**src/rtl/seq_pkg.sv**
```systemverilog
// Shared state/mode encodings and helpers for the LED pattern sequencer.
package seq_pkg;

  localparam int SYNC_STAGES = 2;

  typedef enum logic [2:0] {
    S_SHIFT     = 3'd0,
    S_BOUNCE_UP = 3'd1,
    S_BOUNCE_DN = 3'd2,
    S_FILL      = 3'd3,
    S_BLINK_ON  = 3'd4,
    S_BLINK_OFF = 3'd5
  } state_t;

  typedef enum logic [1:0] {
    MODE_SHIFT  = 2'd0,
    MODE_BOUNCE = 2'd1,
    MODE_FILL   = 2'd2,
    MODE_BLINK  = 2'd3
  } mode_t;

  function automatic mode_t mode_of(input state_t s);
    case (s)
      S_BOUNCE_UP, S_BOUNCE_DN: mode_of = MODE_BOUNCE;
      S_FILL:                   mode_of = MODE_FILL;
      S_BLINK_ON, S_BLINK_OFF:  mode_of = MODE_BLINK;
      default:                  mode_of = MODE_SHIFT;
    endcase
  endfunction

  function automatic state_t entry_state(input mode_t m);
    case (m)
      MODE_BOUNCE: entry_state = S_BOUNCE_UP;
      MODE_FILL:   entry_state = S_FILL;
      MODE_BLINK:  entry_state = S_BLINK_ON;
      default:     entry_state = S_SHIFT;
    endcase
  endfunction

endpackage

```
**src/rtl/btn_debouncer.sv**
```systemverilog
// Synchronises a raw push button and accepts a new level after DEB_SAMPLES equal tick_mf samples.
// btn_rise is a registered 1-cycle pulse the cycle after a 0->1 level is accepted.
module btn_debouncer
  import seq_pkg::*;
#(
  parameter int DEB_SAMPLES = 4
) (
  input  logic clk_in,
  input  logic rst_n,
  input  logic tick_mf,
  input  logic btn_raw,
  output logic btn_db,
  output logic btn_rise
);

  localparam int CW = $clog2(DEB_SAMPLES) + 1;

  logic [SYNC_STAGES-1:0] sync_q;
  logic [CW-1:0]          cnt_q;
  logic                   btn_s;

  assign btn_s = sync_q[SYNC_STAGES-1];

  always_ff @(posedge clk_in or negedge rst_n) begin
    if (!rst_n) begin
      sync_q   <= '0;
      cnt_q    <= '0;
      btn_db   <= 1'b0;
      btn_rise <= 1'b0;
    end else begin
      sync_q   <= {sync_q[SYNC_STAGES-2:0], btn_raw};
      btn_rise <= 1'b0;
      if (tick_mf) begin
        // A sample matching the accepted level restarts the run of differing samples.
        if (btn_s == btn_db) begin
          cnt_q <= '0;
        end else if (cnt_q == CW'(DEB_SAMPLES - 1)) begin
          btn_db   <= btn_s;
          btn_rise <= btn_s;
          cnt_q    <= '0;
        end else begin
          cnt_q <= cnt_q + CW'(1);
        end
      end
    end
  end

endmodule

```
**src/rtl/moore_sequencer.sv**
```systemverilog
// Moore LED pattern sequencer: one step per tick_lf (unless paused), mode cycles on debounced button.
// leds/mode are registered, 1-cycle after the strobe; SEQ_STEP_CNT_EN adds the step_count port.
module moore_sequencer
  import seq_pkg::*;
#(
  parameter int N_LEDS      = 8,
  parameter int DEB_SAMPLES = 4,
  parameter int CNT_W       = 16
) (
  input  logic              clk_in,
  input  logic              rst_n,
  input  logic              tick_mf,
  input  logic              tick_lf,
  input  logic              btn_mode,
  input  logic              sw_dir,
  input  logic              sw_pause,
  output logic [N_LEDS-1:0] leds,
  output logic [1:0]        mode
`ifdef SEQ_STEP_CNT_EN
  ,
  output logic [CNT_W-1:0]  step_count
`endif
);

  localparam int PW = $clog2(N_LEDS + 1);
  localparam logic [PW-1:0] POS_LAST = PW'(N_LEDS - 1);
  localparam logic [PW-1:0] POS_FULL = PW'(N_LEDS);

  if (N_LEDS < 2 || DEB_SAMPLES < 2 || CNT_W < 1) begin : g_bad_param
    $error("moore_sequencer: illegal parameter value");
  end

  logic [SYNC_STAGES-1:0] rst_sync_q;
  logic                   rst_core_n;
  logic [SYNC_STAGES-1:0] dir_sync_q;
  logic [SYNC_STAGES-1:0] pause_sync_q;
  logic                   dir_s;
  logic                   pause_s;
  logic                   btn_level;
  logic                   btn_rise;
  logic                   press;
  logic                   step;

  state_t            state_q, state_nxt;
  logic [PW-1:0]     pos_q, pos_nxt;
  logic [N_LEDS-1:0] leds_nxt;
  logic [1:0]        mode_inc;

  // Reset asserts asynchronously but releases on a clock edge.
  always_ff @(posedge clk_in or negedge rst_n) begin
    if (!rst_n) rst_sync_q <= '0;
    else        rst_sync_q <= {rst_sync_q[SYNC_STAGES-2:0], 1'b1};
  end
  assign rst_core_n = rst_sync_q[SYNC_STAGES-1];

  always_ff @(posedge clk_in or negedge rst_core_n) begin
    if (!rst_core_n) begin
      dir_sync_q   <= '0;
      pause_sync_q <= '0;
    end else begin
      dir_sync_q   <= {dir_sync_q[SYNC_STAGES-2:0], sw_dir};
      pause_sync_q <= {pause_sync_q[SYNC_STAGES-2:0], sw_pause};
    end
  end
  assign dir_s   = dir_sync_q[SYNC_STAGES-1];
  assign pause_s = pause_sync_q[SYNC_STAGES-1];

  btn_debouncer #(
    .DEB_SAMPLES(DEB_SAMPLES)
  ) u_btn_debouncer (
    .clk_in  (clk_in),
    .rst_n   (rst_core_n),
    .tick_mf (tick_mf),
    .btn_raw (btn_mode),
    .btn_db  (btn_level),
    .btn_rise(btn_rise)
  );

  assign press = btn_rise & btn_level;
  assign step  = tick_lf & ~pause_s;

  always_comb begin
    state_nxt = state_q;
    pos_nxt   = pos_q;
    mode_inc  = mode_of(state_q) + 2'd1;
    case (state_q)
      S_SHIFT: if (step) begin
        if (dir_s) pos_nxt = (pos_q == '0) ? POS_LAST : pos_q - PW'(1);
        else       pos_nxt = (pos_q >= POS_LAST) ? '0 : pos_q + PW'(1);
      end
      S_BOUNCE_UP: if (step) begin
        if (pos_q >= POS_LAST) begin
          state_nxt = S_BOUNCE_DN;
          pos_nxt   = POS_LAST - PW'(1);
        end else begin
          pos_nxt = pos_q + PW'(1);
        end
      end
      S_BOUNCE_DN: if (step) begin
        if (pos_q == '0) begin
          state_nxt = S_BOUNCE_UP;
          pos_nxt   = PW'(1);
        end else begin
          pos_nxt = pos_q - PW'(1);
        end
      end
      S_FILL: if (step) begin
        if (dir_s) pos_nxt = (pos_q == '0) ? POS_FULL : pos_q - PW'(1);
        else       pos_nxt = (pos_q >= POS_FULL) ? '0 : pos_q + PW'(1);
      end
      S_BLINK_ON:  if (step) state_nxt = S_BLINK_OFF;
      S_BLINK_OFF: if (step) state_nxt = S_BLINK_ON;
      default: begin
        state_nxt = S_SHIFT;
        pos_nxt   = '0;
      end
    endcase
    // A mode press overrides any step taken in the same cycle.
    if (press) begin
      state_nxt = entry_state(mode_t'(mode_inc));
      pos_nxt   = '0;
    end
  end

  always_comb begin
    leds_nxt = '0;
    case (state_nxt)
      S_SHIFT, S_BOUNCE_UP, S_BOUNCE_DN:
        for (int i = 0; i < N_LEDS; i++) leds_nxt[i] = (pos_nxt == PW'(i));
      S_FILL:
        for (int i = 0; i < N_LEDS; i++) leds_nxt[i] = (PW'(i) < pos_nxt);
      S_BLINK_ON: leds_nxt = '1;
      default:    leds_nxt = '0;
    endcase
  end

  always_ff @(posedge clk_in or negedge rst_core_n) begin
    if (!rst_core_n) begin
      state_q <= S_SHIFT;
      pos_q   <= '0;
      leds    <= N_LEDS'(1);
      mode    <= MODE_SHIFT;
    end else begin
      state_q <= state_nxt;
      pos_q   <= pos_nxt;
      leds    <= leds_nxt;
      mode    <= mode_of(state_nxt);
    end
  end

`ifdef SEQ_STEP_CNT_EN
  always_ff @(posedge clk_in or negedge rst_core_n) begin
    if (!rst_core_n)          step_count <= '0;
    else if (step && !press)  step_count <= step_count + CNT_W'(1);
  end
`endif

endmodule
```
**config.mk**
```make
export PLATFORM = sky130hd
export DESIGN_NAME = moore_sequencer
export DESIGN_NICKNAME = d
export VERILOG_FILES = /design/src/rtl/seq_pkg.sv /design/src/rtl/btn_debouncer.sv /design/src/rtl/moore_sequencer.sv
export SDC_FILE = /design/constraint.sdc
export NUM_CORES = 1
export LEC_CHECK = 0
export BUFFER_PORTS_ARGS = -buffer_cell sky130_fd_sc_hd__buf_2
export CAP_MARGIN = 20
export CORE_AREA = 3 3 80 112
export CTS_CLUSTER_SIZE = 40
export DETAILED_ROUTE_END_ITERATION = 8
export DIE_AREA = 0 0 83 115
export GPL_TIMING_DRIVEN = 0
export PLACE_DENSITY = 0.44
export SYNTH_ARGS = -nofsm -noshare
export SYNTH_HDL_FRONTEND = slang
export SYNTH_HIERARCHICAL = 1
export SYNTH_SLANG_ARGS = --single-unit
```
**constraint.sdc**
```tcl
create_clock -name clk_in -period 1.45 [get_ports clk_in]
set_clock_uncertainty 0.15 [all_clocks]
set_input_delay 0.0725 -clock clk_in [delete_from_list [all_inputs] [get_ports clk_in]]
set_output_delay 0.0725 -clock clk_in [all_outputs]
set_load 0.005 [all_outputs]
```
### Word level (Yosys, flattened, before mapping)

Index checks and enable logic that the tools add are counted.

| operators by class | value |
|---|---|
| order comparisons | 10 |
| mux-type cells | 31 |
| $add $sub $neg | 4 |
| equal/unequal tests | 22 |
| bitwise logic cells | 4 |
| reductions and logical operators | 11 |

Operators by type and width:

| kind | count |
|---|---|
| 4-bit 2-to-1 mux | 13 |
| 3-bit 2-to-1 mux | 9 |
| 8-bit one-hot mux with 3 select lines | 1 |
| 4-bit one-hot mux with 5 select lines | 1 |
| 4-bit by 3-bit equality test with 1-bit output, second input constant | 4 |
| 3-bit by 4-bit less-than comparator with 1-bit output, first input constant | 4 |
| 3-bit by 2-bit equality test with 1-bit output, second input constant | 5 |
| 3-bit one-hot mux with 5 select lines | 1 |
| 3-bit equality test, second input constant | 4 |
| 2-bit one-hot mux with 3 select lines | 2 |
| 2-bit OR reduction | 5 |
| 3-bit one-hot mux with 3 select lines | 1 |
| 4-bit by 2-bit equality test with 1-bit output, second input constant | 2 |
| 4-bit zero test | 2 |
| 1-bit by 4-bit less-than comparator with 1-bit output, first input constant | 2 |
| 2-bit by 4-bit less-than comparator with 1-bit output, first input constant | 2 |
| 3-bit by 1-bit equality test with 1-bit output, second input constant | 2 |
| 3-bit zero test | 2 |
| 4-bit by 1-bit adder with 4-bit output, second input constant | 1 |
| 2-bit equality test, second input constant | 2 |
| 4-bit by 1-bit equality test with 1-bit output, second input constant | 1 |
| 4-bit by 3-bit >= comparator with 1-bit output, second input constant | 1 |
| 4-bit >= comparator, second input constant | 1 |
| 4-bit by 1-bit subtractor with 4-bit output, second input constant | 1 |
| 9 further kinds | 13 |

| word-level totals | value |
|---|---|
| output and inout bits | 10 |
| input bits | 7 |
| logic and storage cells | 93 |
| register bits after elaboration | 30 |

### Longest topological paths before layout

| logic depth | value |
|---|---|
| depth after elaboration | 10 |
| gate-level depth with buffers | 11 |
| gate-level depth less buffers | 9 |

### Cells and area by module

The synthesis kept the hierarchy.

Modules (own cells, without submodules):

| module | cells each | times used | seq. area each (µm²) | area an instance (µm²) |
|---|---|---|---|---|
| moore_sequencer | 179 | 1 | 576.8 | 1706.6 |
| btn_debouncer | 22 | 1 | 175.2 | 294.0 |

### Worst setup path before layout

No wires, ideal clock.

| path | value |
|---|---|
| kind | reg2reg |
| start | reg pos_q[0] |
| end | reg leds[1] |
| library setup time | 0.120 ns |
| cell stages (with the launch flop) | 12 |
| clock period less this slack | 2.425 ns |
| arrival time | 2.155 ns |
| path buffers | 2 |
| required time | 1.180 ns |
| setup slack | -0.975 ns |
| cell sequence | dfrtp_1 buf_6 inv_1 ha_1 nor3b_2 nor4b_4 a2111oi_4 and4_1 buf_6 a2bb2oi_4 o21ai_1 a31o_1 |

| on the way | value |
|---|---|
| word-level cells in the longest chain between the ends | 8 |
| elaborated cells between the ends (all ways) | 34 |
| those cells by class | add/sub: 2; order compare: 3; eq/ne: 5; mux: 21; reduce/logical: 3 |

Ends and longest elaborated chain:

| item | RTL line | source |
|---|---|---|
| start: declaration | moore_sequencer.sv:45 | `logic [PW-1:0] pos_q, pos_nxt;` |
| start signal: assignment | moore_sequencer.sv:145 | `pos_q <= pos_nxt;` |
| 4-bit by 3-bit >= comparator with 1-bit output / 4-bit zero test (equally long branches) | moore_sequencer.sv:92, moore_sequencer.sv:100 |  |
| 3-bit 2-to-1 mux (on tied branches) | moore_sequencer.sv:92, moore_sequencer.sv:100 |  |
| 3-bit 2-to-1 mux (on tied branches) | moore_sequencer.sv:91, moore_sequencer.sv:99 |  |
| 3-bit one-hot mux with 5 select lines (*) | moore_sequencer.sv:86 | `case (state_q)` |
| 3-bit 2-to-1 mux (*) | moore_sequencer.sv:119 | `if (press) begin` |
| net state_nxt[1] | moore_sequencer.sv:44 | `state_t state_q, state_nxt;` |
| 3-bit by 1-bit equality test with 1-bit output, or another cell as far along | moore_sequencer.sv:127 | `case (state_nxt)` |
| 3-bit OR reduction | moore_sequencer.sv:127 |  |
| 8-bit one-hot mux with 3 select lines (*) | moore_sequencer.sv:127 |  |
| net leds_nxt[1] | moore_sequencer.sv:46 | `logic [N_LEDS-1:0] leds_nxt;` |
| end signal: assignment | moore_sequencer.sv:146 | `leds <= leds_nxt;` |
| end: declaration | moore_sequencer.sv:17 | `output logic [N_LEDS-1:0] leds,` |

The timed path passes the listed nets; every way through them passes the cells marked *.
A chain may end at the register's enable or synchronous reset.

### Worst setup path after layout

| path | value |
|---|---|
| start | reg pos_q[0] |
| end | reg leds[0] |

| on the way | value |
|---|---|
| word-level cells in the longest chain between the ends | 8 |
| elaborated cells between the ends (all ways) | 34 |
| those cells by class | add/sub: 2; order compare: 3; eq/ne: 4; mux: 21; reduce/logical: 4 |

Ends and longest elaborated chain:

| item | RTL line |
|---|---|
| 4-bit by 1-bit adder with 4-bit output, or another cell as far along | moore_sequencer.sv:89, moore_sequencer.sv:96, moore_sequencer.sv:109 |
| 4-bit 2-to-1 mux (on tied branches) | -- |
| 4-bit 2-to-1 mux (on tied branches) | moore_sequencer.sv:108, moore_sequencer.sv:88 |
| 4-bit 2-to-1 mux (on tied branches) | moore_sequencer.sv:107, moore_sequencer.sv:87 |
| 4-bit one-hot mux with 5 select lines (*) | moore_sequencer.sv:86 |
| 4-bit 2-to-1 mux (*) | moore_sequencer.sv:119 |
| net pos_nxt[3] | moore_sequencer.sv:45 |
| 1-bit by 4-bit less-than comparator with 1-bit output / 4-bit zero test (equally long branches) | moore_sequencer.sv:131, moore_sequencer.sv:129 |
| 8-bit one-hot mux with 3 select lines (*) | moore_sequencer.sv:127 |
| net leds_nxt[0] | moore_sequencer.sv:46 |

Marks and branches as above.

==> results.json <==
{
  "run_status": "finished with violations",
  "violated_checks": "negative setup slack",
  "path_clk_slew_ns": 0.05,
  "globalRouteTotalUtil": 0.1217,
  "cp-end-kind": "flop",
  "gp_congestion": 0.8406,
  "postSynthAreaPerCell_um2": 9.954,
  "hold_class": "reg -> async",
  "synth_compound_gate_area_share": 0.2433,
  "layout-drive-gt1-share": 0.4924,
  "port_bufs": 16,
  "postSynthNetCount": 211,
  "cts_tree": "yes",
  "critPathKind": "reg -> reg",
  "ys_warn_count": 6,
  "synth_xor_xnor_area_share": 0.004378,
  "routed_wl_mm": 5.472,
  "final_layout_fill_cell_count": 843,
  "synth_top_cell_by_area": "dfrtp_1",
  "rows": 39,
  "cts.sinks": 30,
  "fmaxAchievable_mhz": 412.5,
  "worstSkewPairLatency_ns": 0.28,
  "finish.instance_area_um2": 3013,
  "die-width_um": 83,
  "timing.final.crit_share": 1.672,
  "detail_route.drc_violations": 0,
  "place_hpwl_mm": 3.701,
  "detailroute.via_count": 1794,
  "relSlewSlack": 0.5892,
  "peakVddDrop_v": 0.001186,
  "worst-endpoint-required_ns": 1.50,
  "post_synth_mux_area_share": 0.007505,
  "route.detailed.wl_per_inst_um": 15.03,
  "setup_total_neg_slack_ns": -11.59,
  "floorplan.io_pins": 17,
  "core_area_um2": 8100,
  "mappedNetlistArea_um2": 2001,
  "final-setup-viol-count": 16,
  "dieArea_um2": 9545,
  "area_growth_syn_to_layout_pct": 50.59,
  "drt-initial-drc-count": 132,
  "pin_count_of_the_biggest_net_entering_global_routing": 17,
  "antenna_cells_inserted": 0,
  "slew_viol_final": 0,
  "finalHoldViolCount": 0,
  "timing.critical_path.from_type": "flop",
  "synth_enable_flop_cells": 0,
  "finalCriticalPeriod_ns": 2.424,
  "synth-seq-cells": 30,
  "worst_hold_slack_ns": 0.1047,
  "drtAntennaViolNets": 0,
  "fraction_of_registers_with_async_set_or_reset_after_synthesis": 1.000,
  "htreeDepth": 2,
  "register_area_um2": 755.7,
  "first_pass_iters": 4,
  "globalRouteOverflowTotal": 0,
  "main_combinational_cell_family_by_area_after_synthesis": "simple AND/OR/NAND/NOR gates",
  "multi_input_area_um2": 1339,
  "timing.critical_path.arrival_ns": 2.48,
  "cts-buffers-inserted": 5,
  "yosys.cell_types.count": 77,
  "grt_pass1_vias": 1872,
  "floorplan.initialDensity": 0.2470,
  "antenna_found_initial": 0,
  "synth_area_leaders": "dfrtp_1 (36%), nand2_1 (3.0%), nand2b_1 (2.5%)",
  "dominantRegCellSynth": "dfrtp_1",
  "grt_first_pass_wirelength_mm": 9.252,
  "yosys.cell_count.top_type": "dfrtp_1",
  "synth_sequential_area_ratio": 0.3759,
  "synth_top_cells_by_count": "dfrtp_1 (29), nand2_1 (16), nor2_1 (13)",
  "worst_slack_ns": -0.9741,
  "placement.cell_area_um2": 2307,
  "ratio_of_routed_vias_to_standard_cells": 4.929,
  "cts.root.buffer_cell": "clkbuf_16",
  "floorplan.die.height_um": 115,
  "worstMarginPinSlew_ns": 0.6163,
  "p_leak_nw": 1.226,
  "synth_simple_gate_area_frac": 0.2795,
  "clock_tree_buffer_depth": 2,
  "cp_max_fo": 5,
  "unrepaired_setup_endpoints_after_global_routing": "yes",
  "pwr_density_cell_nw_per_um2": 2250,
  "drv_cap": 0,
  "post-place-ws_ns": -1.161,
  "syn_inst": 201,
  "synth-adder-area-share": 0.01876,
  "synth_top_area_frac": 0.3627,
  "finalNetCount": 271
}
layout by cell type (no fill, tap or decap), drive strengths merged, types with 5 or more instances in the layout:
master,count
a21oi,6
nor2,13
nand2,16
o211ai,7
nor2b,5
inv,7
nand3,8
dlygate4sd3,6
dfrtp,29
nand2b,8
clkbuf,7
o21ai,6
buf,63
o22ai,8
kinds of logic (layout without fill, tap and decap cells):
| family | count (synthesis) | after routing |
|---|---|---|
| flops | 30 | 30 |
| buf+inv | 23 | 84 |
| fa+ha+maj | 3 | 3 |
| mux | 1 | 1 |
| compound gates | 56 | 56 |
| simple gates | 86 | 86 |
| xor+xnor | 1 | 1 |
| other cells | 1 | 1 |
routing by layer:
metal,wire (um),share of wire,up-vias,GRT usage
li1,-,-,869,-
met1,2264,0.41,877,0.1384
met2,2883,0.53,30,0.2147
met3,126,0.023,18,0.02294
met4,197,0.036,0,0.06761
met5,0,0,-,0
critical path, stage by stage, from the launching register on:
cell and delay [ns]:
dfrtp_1 0.38, buf_6 0.14, inv_4 0.03, ha_4 0.16, buf_12 0.12, o21ba_4 0.21
o22ai_2 0.06, a311oi_2 0.34, o22ai_4 0.19, buf_12 0.17, nor4_4 0.17, nor2_1 0.07
o221ai_1 0.15
sequential cells by signal (all words and copies together) (netlist names):
name                      flops
u_btn_debouncer/cnt_q         3
u_btn_debouncer/sync_q        2
u_btn_debouncer/btn_db        1
u_btn_debouncer/btn_rise      1
leds                          8
rst_sync_q                    2
pause_sync_q                  2
mode                          2
pos_q                         4
state_q                       3
dir_sync_q                    2
area by class of cell:
| class | instances | share of cell area |
|---|---|---|
| Sequential cell | 30 | 0.2508 |
| Clock buffer | 7 | 0.04734 |
| Tap cell | 102 | 0.04236 |
| Buffer | 14 | 0.04070 |
| Inverter | 7 | 0.009551 |
| Timing Repair Buffer | 55 | 0.1632 |
| Multi-Input combinational cell | 148 | 0.4444 |
| Clock inverter | 1 | 0.001661 |
report_power, final:
group          internal (mW)  switching [mW]
Combinational           2.34            2.11
Sequential              1.13           0.161
Clock                  0.678           0.358
path summary, 6_finish.rpt:
kind                                 startpoint              end  slack [ns]  cells after the start
worst max-delay path                   pos_q[0]          leds[0]       -0.97                     12
worst min register to register    rst_sync_q[1]       state_q[1]        0.10                      0
worst max register to register         pos_q[0]          leds[0]       -0.97                     12
worst min-delay path              rst_sync_q[1]       state_q[1]        0.10                      0
max in group asynchronous         rst_sync_q[1]          leds[0]        0.47                      1
min in group clk_in             pause_sync_q[0]  pause_sync_q[1]        0.20                      0
stage by stage:
stage	total power [mW]	cells	utilization
global placement	4.369	319	0.2814
global route	7.251	364	0.3719
finish	6.780	364	0.3719
floorplan	3.646	201	-
detailed placement	4.356	320	0.2848
CTS	6.346	352	0.3466
repair_timing:
item	4_1_cts	5_1_grt
setup endpoints to repair	17	17
hold buffers	6	0
pin swaps	28	16
buffers inserted	20	13
endpoints found under the hold margin	9	0
gates resized for setup	30	22
No activity file was read; power rests on OpenSTA's default activity.
